### src/rtl/seg7_scan_mux.sv
// Time-multiplexed 4-digit common-anode 7-segment driver with a per-frame
// input snapshot, inter-digit blanking, hours leading-zero blanking and colon blink.
module seg7_scan_mux #(
  parameter int SCAN_DIV  = 50000,
  parameter int BLANK_CYC = 500,
  parameter int LZ_BLANK  = 1
) (
  input  logic       clk_i,
  input  logic       rst_ni,
  input  logic [3:0] sign0,
  input  logic [3:0] sign1,
  input  logic [3:0] sign2,
  input  logic [3:0] sign3,
  input  logic [3:0] seconds,
  output logic [6:0] segments,
  output logic [3:0] displays,
  output logic       dp
);

  localparam int DW = $clog2(SCAN_DIV);
  localparam logic [DW-1:0] DIV_LAST = DW'(SCAN_DIV - 1);
  localparam logic [DW-1:0] BLANK_V  = DW'(BLANK_CYC);

  typedef enum logic {SLOT_BLANK = 1'b0, SLOT_DRIVE = 1'b1} slot_e;

  function automatic logic [6:0] seg_decode(input logic [3:0] val);
    logic [6:0] seg;
    case (val)
      4'd0:    seg = 7'h40;
      4'd1:    seg = 7'h79;
      4'd2:    seg = 7'h24;
      4'd3:    seg = 7'h30;
      4'd4:    seg = 7'h19;
      4'd5:    seg = 7'h12;
      4'd6:    seg = 7'h02;
      4'd7:    seg = 7'h78;
      4'd8:    seg = 7'h00;
      4'd9:    seg = 7'h10;
      default: seg = 7'h3F;
    endcase
    return seg;
  endfunction

  logic [DW-1:0] div_q, div_d;
  logic [1:0]    idx_q, idx_d;
  logic [3:0]    sh0_q, sh1_q, sh2_q, sh3_q;
  logic [3:0]    sh0_d, sh1_d, sh2_d, sh3_d;
  logic          sec_q, sec_d;
  logic [6:0]    segments_q, segments_d;
  logic [3:0]    displays_q, displays_d;
  logic          dp_q, dp_d;
  logic          blank_s;
  logic          load_s;
  logic [3:0]    cur_s;
  slot_e         slot_s;

  if (BLANK_CYC > 0) begin : g_blank
    assign blank_s = (div_q < BLANK_V);
  end else begin : g_noblank
    assign blank_s = 1'b0;
  end

  assign slot_s = blank_s ? SLOT_BLANK : SLOT_DRIVE;
  // Snapshot is taken only at the very start of a frame so a frame never mixes two times.
  assign load_s = (div_q == '0) && (idx_q == 2'd0);

  // State register: scan counters, shadow snapshot and registered outputs.
  always_ff @(posedge clk_i) begin
    if (!rst_ni) begin
      div_q      <= '0;
      idx_q      <= 2'd0;
      sh0_q      <= 4'd0;
      sh1_q      <= 4'd0;
      sh2_q      <= 4'd0;
      sh3_q      <= 4'd0;
      sec_q      <= 1'b0;
      segments_q <= 7'h7F;
      displays_q <= 4'b1111;
      dp_q       <= 1'b1;
    end else begin
      div_q      <= div_d;
      idx_q      <= idx_d;
      sh0_q      <= sh0_d;
      sh1_q      <= sh1_d;
      sh2_q      <= sh2_d;
      sh3_q      <= sh3_d;
      sec_q      <= sec_d;
      segments_q <= segments_d;
      displays_q <= displays_d;
      dp_q       <= dp_d;
    end
  end

  // Next-state: slot divider, digit index and frame snapshot.
  always_comb begin
    div_d = div_q;
    idx_d = idx_q;
    sh0_d = sh0_q;
    sh1_d = sh1_q;
    sh2_d = sh2_q;
    sh3_d = sh3_q;
    sec_d = sec_q;
    if (div_q == DIV_LAST) begin
      div_d = '0;
      idx_d = idx_q + 2'd1;
    end else begin
      div_d = div_q + DW'(1);
    end
    if (load_s) begin
      sh0_d = sign0;
      sh1_d = sign1;
      sh2_d = sign2;
      sh3_d = sign3;
      sec_d = seconds[0];
    end else begin
      sec_d = sec_q;
    end
  end

  // Output next-state: dark during BLANK, one anode plus decoded digit during DRIVE.
  always_comb begin
    segments_d = 7'h7F;
    displays_d = 4'b1111;
    dp_d       = 1'b1;
    case (idx_q)
      2'd0:    cur_s = sh0_q;
      2'd1:    cur_s = sh1_q;
      2'd2:    cur_s = sh2_q;
      2'd3:    cur_s = sh3_q;
      default: cur_s = 4'd0;
    endcase
    case (slot_s)
      SLOT_DRIVE: begin
        if ((LZ_BLANK != 0) && (idx_q == 2'd3) && (sh3_q == 4'd0)) begin
          segments_d = 7'h7F;
          displays_d = 4'b1111;
        end else begin
          segments_d = seg_decode(cur_s);
          displays_d = ~(4'b0001 << idx_q);
        end
        if ((idx_q == 2'd2) && sec_q) begin
          dp_d = 1'b0;
        end else begin
          dp_d = 1'b1;
        end
      end
      default: begin
        segments_d = 7'h7F;
        displays_d = 4'b1111;
        dp_d       = 1'b1;
      end
    endcase
  end

  assign segments = segments_q;
  assign displays = displays_q;
  assign dp       = dp_q;

endmodule

### config.mk
export PLATFORM = sky130hd
export DESIGN_NAME = seg7_scan_mux
export DESIGN_NICKNAME = d
export VERILOG_FILES = /design/src/rtl/seg7_scan_mux.sv
export SDC_FILE = /design/constraint.sdc
export NUM_CORES = 1
export LEC_CHECK = 0
export CAP_MARGIN = 10
export CORE_ASPECT_RATIO = 0.7
export CORE_MARGIN = 2
export CORE_UTILIZATION = 53
export CTS_CLUSTER_DIAMETER = 40
export CTS_CLUSTER_SIZE = 14
export DETAILED_ROUTE_END_ITERATION = 7
export PLACE_DENSITY = 0.79
export SLEW_MARGIN = 40
export SYNTH_ARGS = -nofsm -noshare
export SYNTH_HDL_FRONTEND = slang
export SYNTH_SLANG_ARGS = --single-unit
### constraint.sdc
create_clock -name clk_i -period 2.16 [get_ports clk_i]
set_input_delay 0.648 -clock clk_i [delete_from_list [all_inputs] [get_ports clk_i]]
set_output_delay 0.648 -clock clk_i [all_outputs]
set_load 0.05 [all_outputs]
# Word-level counts from Yosys, hierarchy flattened

Memories as Yosys holds them, arrays and structs flattened. A register that Yosys moved wholly into a read port is not among the register bits.
Cells that the tools add are included.

Logic and storage cells: 31
Bits in read-only memories: 112
Flip-flop bits (word level): 40
Memories: 1
Output and inout bits: 12

Equality and inequality tests: 4
Muxes and demuxes: 2
Reductions and logical operators: 9
$lt $le $gt $ge: 1
Bitwise gates (word level): 2
$add $sub $neg: 2
Shifts and indexed selects: 1

Memory list:

| memory          | depth | width | read ports | clocked after memory_dff | wr ports | RTL line | RTL |
|---|---|---|---|---|---|---|---|
| (no name shown) | 16    | 7     | 1          | 1                        | 0        | 28       | `case (val)` |

Operators with widths:

| kind                                                | count |
|---|---|
| adder 16 x 1 -> 16 bit, second input constant       | 1 |
| equality test 16 bit, second input constant         | 1 |
| zero test 16 bit                                    | 1 |
| < comparator 16 x 9 -> 1 bit, second input constant | 1 |
| one-hot mux 4 bit (4 select lines)                  | 1 |
| equality test 2 bit, second input constant          | 2 |
| zero test 4 bit                                     | 1 |
| NOT 4 bit                                           | 1 |
| OR reduction 2 bit                                  | 2 |
| left shift 1 x 2 -> 4 bit, first input constant     | 1 |
| logical AND 1 bit                                   | 3 |
| OR reduction 3 bit                                  | 1 |
| adder 2 x 1 -> 2 bit, second input constant         | 1 |
| equality test 2 x 1 -> 1 bit, second input constant | 1 |
| zero test 2 bit                                     | 1 |
| 2-to-1 mux 1 bit                                    | 1 |
| NOT 1 bit                                           | 1 |

# Logic depth before layout (Yosys ltp)

Gate-level depths: netlist of run 1.

Depth in word-level cells: 3
Mapped depth: 8
Depth with buffers taken out: 8

# Worst setup path before layout of run 1

Ideal clock, no wire load.

Path type: register -> register
From: register idx_q[0]
To: register segments_q[1] (netlist: segments[1])
Arrival: 1.704 ns
Stages on the path, launching flop included: 9
Path buffers: 0
Slack: 0.328 ns
Clock period less this slack: 1.832 ns
Library setup time: 0.128 ns
Cells stage by stage: dfxtp_1 inv_1 ha_1 nor2b_1 a21oi_1 inv_1 ha_1 a21oi_1 o21ai_0

Longest elaborated chain between the ends: 3
Elaborated cells between the ends (all ways): 7
Those cells by class: 3 x eq/ne; 1 x mux; 3 x reduce/logical

RTL lines:

| element                             | RTL line | RTL |
|---|---|---|
| from (decl)                         | 45       | `logic [1:0] idx_q, idx_d;` |
| from (signal assigned)              | 82       | `idx_q <= idx_d;` |
| equality test 2 bit                 | 125, 134 |  |
| logical AND 1 bit                   | 134      | `if ((LZ_BLANK != 0) && (idx_q == 2'd3) && (sh3_q == 4'd0)) begin` |
| OR reduction 3 bit (no source line) | --       |  |
| to (decl)                           | 49       | `logic [6:0] segments_q, segments_d;` |

Parallel ways exist; a longest one is shown, timed or not.
A chain may end at the register's enable or synchronous reset.

# Final worst setup path of run 1

From: register idx_q[0]
To: register segments_q[3] (netlist: segments[3])

Same word-level chain as after synthesis.

==> summary.md, run 1 <==
| Metric | Value |
|---|---|
| Non-Filler Instances | `approximately 330` |
| Synth Warn # | `0` |
| Power, Total | `about 0.0018 W` |
| CTS tree | `built` |
| Port buffer count | `30` |
| Final Hold Vio Count | `0` |
| Period utilization | `around 97%` |
| Logic gate share of total power | `12.7%` |
| Final Util | `about two thirds` |
| Worst-Skew Late Latency | `around 300 ps` |
| Pwr Density | `slightly below 700 nW/um^2` |
| Netlist Area Pre-Place | `around 2100 sq um` |
| Register share of total power | `approximately half` |
| CTS Buf Count | `5` |
| Routed vias/inst | `approximately 5.4` |
| Initial Util | `54.6%` |
| Syn Inst Count | `about 240` |
| Commonest non-fill, non-tap cell in the layout | `dfxtp_1` |
| Pre-antenna DRT Iters | `4` |
| Most frequent cells in the layout | `dfxtp_1 (45), nand2_1 (39), clkdlybuf4s50_1 (30)` |
| Seq cells post-synth | `47` |
| ANT nets after route | `0` |
| P&R area growth vs syn | `25.0%` |
| CP Capture Type | `flip-flop` |
| Multi-input logic area | `roughly 1100 sq um` |
| Peak supply drop | `around 0.42 mV` |
| Setup TNS | `0 ps` |
| Finish-stage setup viols | `0` |
| DRT iter0 DRCs | `about 100` |
| Die Width | `~80 um` |
| Switching share of power | `around a quarter` |
| Worst Tran Pin Value | `between 600 and 700 ps` |
| WL per Instance | `roughly 14 um` |
| Fraction of layout cells with a size suffix above 1 | `17.6%` |
| Fillcell total | `between 300 and 400` |
| Vias in the first global route | `1591` |
| CP required | `about 2300 ps` |
| Antenna violations before repair | `0` |
| Distinct cells, synth | `35` |
| Register area share after synthesis | `44.2%` |
| Final Critical Period | `2100 ps` |
| Startpoint Class | `flip-flop` |
| All-Layer GR Usage | `a little over a fifth` |
| Vias | `about 1800` |
| H-tree Lvls | `2` |
| HP Class | `reg2reg` |
| Core ar. | `3900 sq um` |
| Max cap viols | `0` |
| Lkg Pwr | `1.02 nW` |
| I/O pin total | `34` |
| Post-synth top area share | `between 40% and 50%` |
| Reg clk slew, reported paths | `around 90 ps` |
| Die area | `around 4500 sq um` |
| Register area | `roughly 940 sq um` |
| Max_slew headroom | `a little under three fifths` |
| # rows | `19` |
| Worst path arrival time | `approximately 2300 ps` |
| Critical-path maximum fanout | `7` |
| Crit Path Class | `reg2reg` |
| Area contributors post-synth | `dfxtp_1 (44%), nand2_1 (6.9%), a21boi_2 (5.3%)` |
| CTS Root Cell | `clkbuf_8` |
| Peak Freq | `between 0.4 and 0.5 GHz` |
| Synthesized net count | `270` |
| Final Max Tran Viols | `0` |
| GP Congestion | `roughly 0.84` |
| Vert. Die Dim | `57.0 um` |
| Internal | `around 0.0014 W` |
| P_sw | `around 0.00043 W` |
| Clock network power share | `between 30% and 40%` |
| Hold_buf cts | `0` |
| Cell accounting for the most synthesized area | `dfxtp_1` |
| WL final | `about 4500 um` |
| Syn Area/Cell | `8.91 sq um` |
| Placed insts | `roughly 320` |
| Global-route wire length before repair | `roughly 7300 um` |
| Grt ovf | `0` |
| Total Nets Final | `between 300 and 400` |
| HPWL after DPL | `roughly 3100 um` |
| Clock Tree Buf Depth | `2` |
| Largest net degree at the start of global routing | `18` |
| Diodes inserted | `0` |
| Clk sinks | `47` |
| DRC | `0` |
| Status | `complete, no violations` |
| Clock Skew | `approximately 6.6 ps` |
==> final cells by class <==
type	instances	area share, %
multi-input cells	174	42.2
flip-flops and latches	47	35.4
repair buffers	40	14.1
clock buffers	6	3.10
well taps	52	2.44
inverters	10	1.41
clock inverters	2	1.32
==> path summary, 6_finish.rpt <==
check | end | startpoint | depth (start not counted) | slack (ps)
max | segments[3]$_SDFF_PP1_ | idx_q[0]$_SDFFE_PN0N_ | 6 | 60
min | dp$_SDFF_PP1_ | sec_q$_SDFFE_PN0P_ | 1 | 430
max reg2reg | segments[3]$_SDFF_PP1_ | idx_q[0]$_SDFFE_PN0N_ | 6 | 60
min reg2reg | dp$_SDFF_PP1_ | sec_q$_SDFFE_PN0P_ | 1 | 430
==> layer usage <==
| metal | up-vias | GRT usage (%) | part of all wire (%) |
|---|---|---|---|
| li1 | 881 | - | - |
| met1 | 837 | 29.8 | 49 |
| met2 | 47 | 30.9 | 43 |
| met3 | 11 | 4.91 | 5.3 |
| met4 | 0 | 7.99 | 2.3 |
| met5 | - | 0 | 0 |
==> power groups by stage <==
stage | sequential, W | clock, W | combinational [W]
6_report | 0.000923 | 0.000660 | 0.000230
5_1_grt | 0.000928 | 0.000706 | 0.000254
4_1_cts | 0.000923 | 0.000669 | 0.000219
3_5_place_dp | 0.000943 | 0 | 0.000217
3_3_place_gp | 0.000942 | 0 | 0.000209
2_1_floorplan | 0.000936 | 0 | 0.000156
==> state kept, by name, summed over array words and instances, names as in the netlist <==
| signal | count |
|---|---|
| div_q | 16 |
| segments | 7 |
| displays | 4 |
| sh0_q | 4 |
| sh1_q | 4 |
| sh2_q | 4 |
| sh3_q | 4 |
| idx_q | 2 |
| dp | 1 |
| sec_q | 1 |
==> timing repair <==
item,in CTS,in global routing
cloned,0,0
gates resized for setup,1,8
setup buffers,0,2
endpoints found under the setup margin,1,5
pin swaps,0,2
==> kinds of logic (layout without fill, tap and decap cells) <==
family          count (synthesis)  count (layout)  synth area share (%)
compound gates                 38              38                  14.0
xor+xnor                       15              15                  6.17
mux                             2               2                 0.940
flops                          47              47                  44.2
simple gates                  110             110                  24.9
fa+ha+maj                       9               9                  5.29
buf+inv                        18              58                  4.47
==> synthesized netlist by cell type <==
master and number:
ha_1 9, inv_1 10, and3_1 6, nor2_1 22, clkbuf_1 3, nand3_1 9, a21boi_0 7, a21boi_2 10
a222oi_1 2, nand2_2 10, buf_2 3, dfxtp_1 47, nor2_2 1, or4_4 1, nand4_1 5, nor4b_1 1
and2_1 3, nand2_1 39, a22oi_1 3, xnor2_1 5, xor2_1 10, buf_12 1, nor2b_1 3, a2bb2oi_1 1
or2_2 1, mux2i_1 2, nor3_1 4, buf_6 1, a211oi_1 1, and4_1 1, nor4_1 3, a21oi_1 6
o21ai_0 6, nor3b_1 1, o211ai_1 2
==> critical path, cell delays in order (launching register included) <==
cell and delay (ps):
dfxtp_2 350, ha_1 250, a222oi_1 580, a21oi_4 180, nor2_2 200, mux2i_1 280
o211ai_1 120
==> stage by stage <==
stage / setup slack (ps) / cell area (sq um) / hold slack (ps)
2_1_floorplan: 328 / 2130 / 371
3_3_place_gp: 86.5 / 2500 / 407
3_5_place_dp: 43.1 / 2500 / 411
4_1_cts: 56.3 / 2620 / 430
5_1_grt: -49.8 / 2660 / 441
6_report: 63.1 / 2660 / 430
(Power assumes the default switching activity.)
==> run 2, diff against run 1 <==
Settings changed: CORE_UTILIZATION 53 to 39, PLACE_DENSITY 0.79 to default.
==> run 2 against run 1 <==
Sequential cell count is the same. Via count shrank 6.3%. Hold slack lost 19 ps. Register-to-register slack improved by 70 ps.
==> summary.md, run 2 (synthesis results as in run 1) <==
| Metric | Value |
|---|---|
| HPWL after DPL | `3110 um` |
| Total Nets Final | `slightly above 300` |
| All-Layer GR Usage | `about 16%` |
| RSZ-0062 raised after global routing | `false` |
| Final Critical Period | `2080 ps` |
| Most frequent cells in the layout | `dfxtp_1 (45), nand2_1 (39), clkdlybuf4s50_1 (30)` |
| Port buffer count | `30` |
| CTS tree | `built` |
| Grt ovf | `0` |
| Slowest stage delay, CP | `800 ps` |
| I/O pin total | `34` |
| Reg clk slew, reported paths | `90 ps` |
| Delay-heaviest family, CP | `buffers and inverters` |
| Vert. Die Dim | `between 60 and 70 um` |
| Status | `complete, no violations` |
| Fillcell total | `between 400 and 500` |
| Clock Tree Buf Depth | `2` |
| Critical-path maximum fanout | `1` |
| Pwr Density | `approximately 680 nW/um^2` |
| Max_slew headroom | `58.0%` |
| WL per Instance | `~12 um` |
| Finish-stage setup viols | `0` |
| Initial Util | `~40%` |
| GP Congestion | `0.759` |
| Diodes inserted | `0` |
| Global-route wire length before repair | `roughly 7500 um` |
| Met3 global-route usage | `3.65%` |
| Worst-Skew Late Latency | `300 ps` |
| Fin worst setup slack | `76.1 ps` |
| ANT nets after route | `0` |
| Startpoint Class | `flip-flop` |
| GRT busiest layer | `met1` |
| Peak Freq | `approximately 0.48 GHz` |
| CTS Root Cell | `clkbuf_8` |
| Setup TNS | `0 ps` |
| HP Class | `reg2reg` |
| Grt met1 use | `~23%` |
| Max reg flops | `16` |
| Pre-antenna DRT Iters | `4` |
| Max cap viols | `0` |
| Crit Path Class | `reg2out` |
| Peak supply drop | `about 0.33 mV` |
| CP Capture Type | `output port` |
| Core ar. | `5260 sq um` |
| Antenna violations before repair | `0` |
| Post-CTS Setup Bufs | `0` |
| Worst path arrival time | `between 1000 and 1500 ps` |
| Worst path slowest cell | `clkdlybuf4s50_1` |
| Top reg by flops | `div_q` |
| H-tree Lvls | `2` |
| Post_cts resized | `0` |
| # rows | `22` |
| Vias | `1665` |
| Worst Tran Pin Value | `~630 ps` |
| Met2 Resource Use GR | `around 22%` |
| Final Hold Vio Count | `0` |
| Clk sinks | `47` |
| CP required | `roughly 1500 ps` |
| Commonest non-fill, non-tap cell in the layout | `dfxtp_1` |
| Hold_buf cts | `0` |
| Worst-path cell chain | `clkdlybuf4s50_1` |
| CTS Buf Count | `5` |
| WL final | `between 4000 and 5000 um` |
| Routed vias/inst | `about 4.7` |
| Die area | `6080 sq um` |
| Final Max Tran Viols | `0` |
| DRC | `0` |
| Die Width | `between 90 and 100 um` |
| Largest net degree at the start of global routing | `23` |
| Period utilization | `between 90% and 100%` |
| DRT iter0 DRCs | `94` |
| Clock Skew | `around 10 ps` |
| WP buf/inv | `1` |
| Fraction of layout cells with a size suffix above 1 | `between 10% and 20%` |
| P&R area growth vs syn | `26.1%` |
| Placement Setup Slack | `31.9 ps` |
| Lkg Pwr | `1.02 nW` |
| Vias in the first global route | `about 1600` |
==> run 2: cell count changes in the layout (fill, tap and decap cells not counted) <==
| cell | delta |
|---|---|
| a21oi_1 | +2 |
| a21oi_2 | -2 |
| buf_4 | +1 |
| clkinv_2 | -1 |
| ha_1 | +1 |
| ha_2 | -1 |
| inv_6 | +1 |
| nor2_1 | +1 |
| nor2_2 | -1 |
==> run 2: final timing paths <==
check,slack (ps),end,cells past startpoint,from
worst min-delay path,410,dp$_SDFF_PP1_,1,sec_q$_SDFFE_PN0P_
worst max-delay path,80,dp,1,dp$_SDFF_PP1_
worst min register to register,410,dp$_SDFF_PP1_,1,sec_q$_SDFFE_PN0P_
worst max register to register,130,segments[1]$_SDFF_PP1_,8,idx_q[1]$_SDFFE_PN0N_
==> run 2: area by class of cell <==
cell class / instances / area (sq um) / area share, %
multi-input cells: 174 / 1110 / 41.3
flip-flops and latches: 47 / 943 / 35.1
repair buffers: 41 / 383 / 14.3
well taps: 72 / 90.1 / 3.36
clock buffers: 6 / 82.6 / 3.08
clock inverters: 2 / 38.8 / 1.44
inverters: 10 / 37.5 / 1.40
==> run 2: routing by layer <==
layer / vias to the layer above / part of all wire [%]
met5: - / 0
met3: 7 / 4.3
met1: 743 / 55
met4: 0 / 1.2
li1: 885 / -
met2: 30 / 40
==> run 2: per-stage QoR <==
stage          hold WS (ps)  instance area, sq um  utilization (%)  cells  power (W)
3_5_place_dp            383                  2540             48.4    344    0.00116
2_1_floorplan           371                  2130                -    239    0.00109
4_1_cts                 412                  2670             50.7    352    0.00185
6_report                411                  2690             51.1    352    0.00183
5_1_grt                 445                  2690             51.1    352    0.00192
3_3_place_gp            380                  2540             48.4    344    0.00116
==> run 2: report_power, final <==
part | internal [W] | leakage [nW] | total, W | switching, W
clock | 0.000381 | 0.0618 | 0.000682 | 0.000302
sequential | 0.000900 | 0.384 | 0.000924 | 0.0000240
combinational | 0.000106 | 0.578 | 0.000221 | 0.000115
total | 0.00139 | 1.02 | 0.00183 | 0.000441
